===== src/rtl/writeback_stage.sv =====
// MEM/WB stage register and writeback logic: drives the register-file write port into decode,
// extracts/extends load data and counts retired instructions.
module writeback_stage #(
  parameter int CNT_W = 32
) (
  input  logic             clk,
  input  logic             rst,
  input  logic             stall,
  input  logic             flush,
  input  logic             ex_valid,
  input  logic [4:0]       ex_rd,
  input  logic             ex_wb_reg_file,
  input  logic             ex_memtoreg,
  input  logic             ex_jal,
  input  logic             ex_jalr,
  input  logic             ex_lui,
  input  logic [2:0]       ex_load_type,
  input  logic [1:0]       ex_addr_lo,
  input  logic [31:0]      ex_alu_result,
  input  logic [31:0]      ex_pc_plus4,
  input  logic [31:0]      ex_imm,
  input  logic [31:0]      mem_rdata,
  output logic             wb_wr_en,
  output logic [4:0]       wb_wr_addr,
  output logic [31:0]      wb_wr_data,
  output logic [CNT_W-1:0] instret
);

  localparam logic [2:0] LT_LB  = 3'b000;
  localparam logic [2:0] LT_LH  = 3'b001;
  localparam logic [2:0] LT_LBU = 3'b100;
  localparam logic [2:0] LT_LHU = 3'b101;

  // Byte/half selection from the aligned word; unknown load types behave as LW.
  function automatic logic [31:0] extract_load(input logic [2:0]  load_type,
                                               input logic [1:0]  addr_lo,
                                               input logic [31:0] word);
    logic [7:0]  byte_sel;
    logic [15:0] half_sel;
    logic [31:0] res;
    byte_sel = word[{addr_lo, 3'b000} +: 8];
    half_sel = addr_lo[1] ? word[31:16] : word[15:0];
    case (load_type)
      LT_LB:   res = {{24{byte_sel[7]}}, byte_sel};
      LT_LH:   res = {{16{half_sel[15]}}, half_sel};
      LT_LBU:  res = {24'd0, byte_sel};
      LT_LHU:  res = {16'd0, half_sel};
      default: res = word;
    endcase
    return res;
  endfunction

  logic             valid_r;
  logic             committed_r;
  logic [31:0]      hold_r;
  logic [4:0]       rd_r;
  logic             wb_reg_file_r;
  logic             memtoreg_r;
  logic             link_r;
  logic             lui_r;
  logic [2:0]       load_type_r;
  logic [1:0]       addr_lo_r;
  logic [31:0]      alu_result_r;
  logic [31:0]      pc_plus4_r;
  logic [31:0]      imm_r;
  logic [CNT_W-1:0] instret_r;

  logic             retire_s;
  logic [31:0]      load_word_s;
  logic [31:0]      sel_data_s;

  // Stage register: capture when free, hold on stall, kill on flush (flush wins over stall).
  always_ff @(posedge clk or negedge rst) begin
    if (!rst) begin
      valid_r       <= 1'b0;
      committed_r   <= 1'b0;
      hold_r        <= 32'd0;
      rd_r          <= 5'd0;
      wb_reg_file_r <= 1'b0;
      memtoreg_r    <= 1'b0;
      link_r        <= 1'b0;
      lui_r         <= 1'b0;
      load_type_r   <= 3'b000;
      addr_lo_r     <= 2'b00;
      alu_result_r  <= 32'd0;
      pc_plus4_r    <= 32'd0;
      imm_r         <= 32'd0;
    end else if (flush) begin
      valid_r     <= 1'b0;
      committed_r <= 1'b0;
    end else if (stall) begin
      committed_r <= valid_r;
      // Freeze the memory word seen when the entry was first presented.
      if (!committed_r) begin
        hold_r <= mem_rdata;
      end
    end else begin
      valid_r       <= ex_valid;
      committed_r   <= 1'b0;
      rd_r          <= ex_rd;
      wb_reg_file_r <= ex_wb_reg_file;
      memtoreg_r    <= ex_memtoreg;
      link_r        <= ex_jal | ex_jalr;
      lui_r         <= ex_lui;
      load_type_r   <= ex_load_type;
      addr_lo_r     <= ex_addr_lo;
      alu_result_r  <= ex_alu_result;
      pc_plus4_r    <= ex_pc_plus4;
      imm_r         <= ex_imm;
    end
  end

  // Writeback value selection and register-file port drive.
  always_comb begin
    retire_s    = valid_r & ~committed_r;
    load_word_s = committed_r ? hold_r : mem_rdata;
    if (link_r) begin
      sel_data_s = pc_plus4_r;
    end else if (lui_r) begin
      sel_data_s = imm_r;
    end else if (memtoreg_r) begin
      sel_data_s = extract_load(load_type_r, addr_lo_r, load_word_s);
    end else begin
      sel_data_s = alu_result_r;
    end
    if (valid_r) begin
      wb_wr_en   = retire_s & wb_reg_file_r & (rd_r != 5'd0);
      wb_wr_addr = rd_r;
      wb_wr_data = sel_data_s;
    end else begin
      wb_wr_en   = 1'b0;
      wb_wr_addr = 5'd0;
      wb_wr_data = 32'd0;
    end
  end

  // Retire counter: one count per entry, on the edge that ends its first presented cycle.
  always_ff @(posedge clk or negedge rst) begin
    if (!rst) begin
      instret_r <= {CNT_W{1'b0}};
    end else if (retire_s) begin
      instret_r <= instret_r + {{(CNT_W-1){1'b0}}, 1'b1};
    end else begin
      instret_r <= instret_r;
    end
  end

  assign instret = instret_r;

endmodule


===== config.mk =====
export PLATFORM = sky130hd
export DESIGN_NAME = writeback_stage
export DESIGN_NICKNAME = d
export VERILOG_FILES = /design/src/rtl/writeback_stage.sv
export SDC_FILE = /design/constraint.sdc
export NUM_CORES = 1
export LEC_CHECK = 0
export CORE_MARGIN = 1
export CORE_UTILIZATION = 35
export DETAILED_ROUTE_END_ITERATION = 16
export MAX_ROUTING_LAYER = met4
export SYNTH_ARGS = -nofsm -noshare
export SYNTH_HDL_FRONTEND = slang
export SYNTH_SLANG_ARGS = --single-unit

===== constraint.sdc =====
create_clock -name clk -period 3.02 [get_ports clk]
set_clock_uncertainty 0.15 [all_clocks]
set_input_delay 0.604 -clock clk [delete_from_list [all_inputs] [get_ports clk]]
set_output_delay 0.604 -clock clk [all_outputs]
set_load 0.01 [all_outputs]

==> summary.log <==
[run_status] run status finished, violations left
[run_status] failing checks negative hold slack, negative setup slack
[detailed_routing] Total Wirelength 28100 µm
[detailed_routing] initial drt markers 456
[cts] Worst-Skew Late Latency 0.43 ns
[yosys] number of warnings reported in the yosys synthesis log 0
[timing] setup repair after global routing missed its margin true
[yosys] sequential-to-total area share from yosys stat 0.489
[die] starting utilization of the core area 0.357
[global_routing] wire length of the first global-routing pass 43700 µm
[detailed_routing] detail-routed net length per standard cell 20.7 µm
[cts] CTS tree done
[detailed_routing] routed via count 7074
[timing] relative slew slack 0.424
[die] # IOs 218
[timing] min cycle time layout 3.26 ns
[yosys] basic-gate share of the synthesized area counting and, or, nand and nor cells 0.0804
[yosys] arithmetic-cell share of the synthesized area counting full adders, half adders and majority gates 0.00139
[global_routing] Congestion Overflow GR 0
[die] Vert. Die Dim 162 µm
[yosys] net count after synthesis 874
[placement] port bufs 217
[yosys] synthesized area per cell 12.4 µm²
[yosys] largest area contributor in the synthesized netlist dfrtp_1
[yosys] Primary FF master, synth dfrtp_1
[setup_path] CP Capture Type output port
[timing] Fmax 0.307 GHz
[yosys] fraction of post-synthesis cell area in the top cell type by area 0.489
[cts] clock tree sinks 176
[timing] PnR worst setup slack -0.241 ns
[yosys] Area contributors post-synth dfrtp_1 49%, mux2_2 18%, mux4_2 4.0%
[cts] H-tree levels 4
[timing] Final Hold Fails 3
[die] placement row count 58
[yosys] mux contribution to synthesized area 0.254
[setup_path] worst setup path category flip-flop to output port
[timing] slew at the pin closest to its max-slew limit 0.858 ns
[setup_path] count of buffering cells on the critical path with inverters included 4
[yosys] post-synthesis sequential element count 176
[cts] Inserted Clock Buffers 17
[detailed_routing] routed via count divided by cell count 5.22
[detailed_routing] remaining antenna violation count after routing 0
[cts] clock input transition at the sequential cells of the worst setup and hold paths 0.07 ns
[power] Final Power 7.06 mW
[yosys] area fraction in compound gates after synthesis 0.111
[setup_path] Slowest-stage cell, CP mux4_2
[global_routing] global-route usage over all layers 0.227
[layout] count of nets after finishing 1159
[timing] fin. max-slew vios 0
[layout] Layout Area Growth over Synthesis 47.8%
[yosys] cell count after synthesis 725
[cts] cell chosen for the clock root clkbuf_16
[die] placeable core region 25200 µm²
[layout] fraction of final layout cells sized beyond drive strength 1 0.382
[power] maximum ir drop on the vdd rail 0.376 mV
[yosys] total standard cell area after synthesis 9000 µm²
[setup_path] Top delay family on crit path multiplexers
[die] area of the die 26400 µm²
[timing] Worst Hold Slack -0.0127 ns
[detailed_routing] remaining design rule violation count 0
[setup_path] data required time of the critical path 2.27 ns
[yosys] largest family of logic cells by synthesized area multiplexers
[timing] part of the cycle the worst path needs 1.08
[yosys] dominant cell by count in the synthesized netlist dfrtp_1
[power] leakage power figure 5.40 nW
[setup_path] cell chain of the critical path mux4_2, buf_6, mux2i_4, o41ai_4, buf_4, buf_4, o21ba_4, buf_6
[yosys] most frequent cells after synthesis 176 x dfrtp_1, 141 x mux2_2, 39 x nand2_1
[worst_hold_path] worst hold path type input port to async pin
[global_routing] largest net degree at the start of global routing 85
[setup_path] critical path arrival 2.51 ns
[placement] Detailed Place HPWL 20000 µm
[detailed_routing] number of detailed-routing iterations run before antenna repair 4
[global_routing] via count of the first global-routing pass 7277
[timing] total negative slack -3.08 ns
[power] cell area power density 530 nW/µm²
[timing] Setup-failing EPs final 29
[cts] number of buffers on the longest clock path 2
[placement] Routability Congestion 0.785
[yosys] count of distinct cell types in the synthesized netlist 54
[yosys] number of synthesized flops with an enable pin 0
[placement] post-place setup slack -0.583 ns
[yosys] fraction of synthesized cell area in xor and xnor cells 0.0302
[setup_path] source of the critical timing path committed_r$_DFF_PN0_
[setup_path] reg-to-reg startpoint committed_r$_DFF_PN0_
[job] count of max-cap constraint violations 0
[setup_path] maximum fanout along the worst path 4
[setup_path] slowest cell delay on critical path 0.57 ns
[die] die span in x 162 µm
[setup_path] sort of element at the start of the critical path flip-flop
[layout] share of the core filled with cells in the final layout 0.528
[global_routing] antenna violations before repair 2
[yosys] ys async rst share 1.00
[logic make-up after synthesis]
kind of cell,Yosys count
multiplexers,189
AND/OR/NAND/NOR,134
AO/OA/AOI/OAI,129
flip-flops,176
adder cells (fa/ha/maj),1
XOR/XNOR,31
buffers and inverters,65
[per-layer routing]
layer,GRT usage,wire length [µm]
met4,0.0605,525
met1,0.302,12400
met3,0.0588,2070
met2,0.344,13100
met5,-,0
[cell type report]
class	count	area (µm²)
clock inverters	13	176
inverters	14	52.6
multi-input cells	484	4760
repair buffers	317	3040
clock buffers	19	443
well taps	330	413
flip-flops and latches	176	4410
fillers	2205	11900
diodes	2	5.00
[through the flow]
stage | instances | cell area [µm²]
final | 1355 | 13300
after floorplan | 725 | 9000
after CTS | 1344 | 13000
after global routing | 1355 | 13300
after global placement | 1296 | 12000
after detailed placement | 1296 | 12000
[state kept, by name, summed over array words and instances, names as in the netlist]
register and cells:
alu_result_r 32, hold_r 32, imm_r 32, instret 32
pc_plus4_r 32, rd_r 5, load_type_r 3, addr_lo_r 2
committed_r 1, link_r 1, lui_r 1, memtoreg_r 1
valid_r 1, wb_reg_file_r 1
[worst paths after layout]
kind,cells after the start,end,slack [ns]
max in group asynchronous,2,load_type_r[0]$_DFFE_PN0P_,1.95
min in group clk,1,instret[31]$_DFFE_PN0P_,0.33
worst min-delay path,1,alu_result_r[4]$_DFFE_PN0P_,-0.01
worst max register to register,6,instret[13]$_DFFE_PN0P_,0.68
worst max-delay path,8,wb_wr_data[11],-0.24
worst min register to register,1,instret[31]$_DFFE_PN0P_,0.33
[layout by cell type, fill, tap and decap left out, drive strengths merged, types with 23 or more instances in the layout]
master         instances
clkdlybuf4s50        180
dfrtp                176
xnor2                 29
o221ai                23
nor2                  26
mux2i                 32
nand2                 39
mux2                 141
buf                  129
[worst register-to-register path, delay by kind of cell (launching register included)]
| kind | cells | cell delay [ns] |
|---|---|---|
| AND/OR/NAND/NOR | 2 | 1.00 |
| buffers and inverters | 3 | 0.46 |
| flip-flops | 1 | 0.47 |
| XOR/XNOR | 1 | 0.16 |
[what timing repair did]
action                     4_1_cts  5_1_grt
setup endpoints to repair       33       32
pin swaps                       14       33
setup buffers                   18       12
gates cloned                     1        0
resized for setup              169       74
hold buffers                     0        0
[where the power goes]
part	switching [mW]	leakage, nW	total, mW	internal [mW]
Combinational	0.797	2.97	1.78	0.978
Sequential	0.248	2.13	2.92	2.68
Clock	1.01	0.293	2.36	1.34
Total	2.06	5.40	7.06	5.00
No activity file was read; power rests on OpenSTA's default activity.
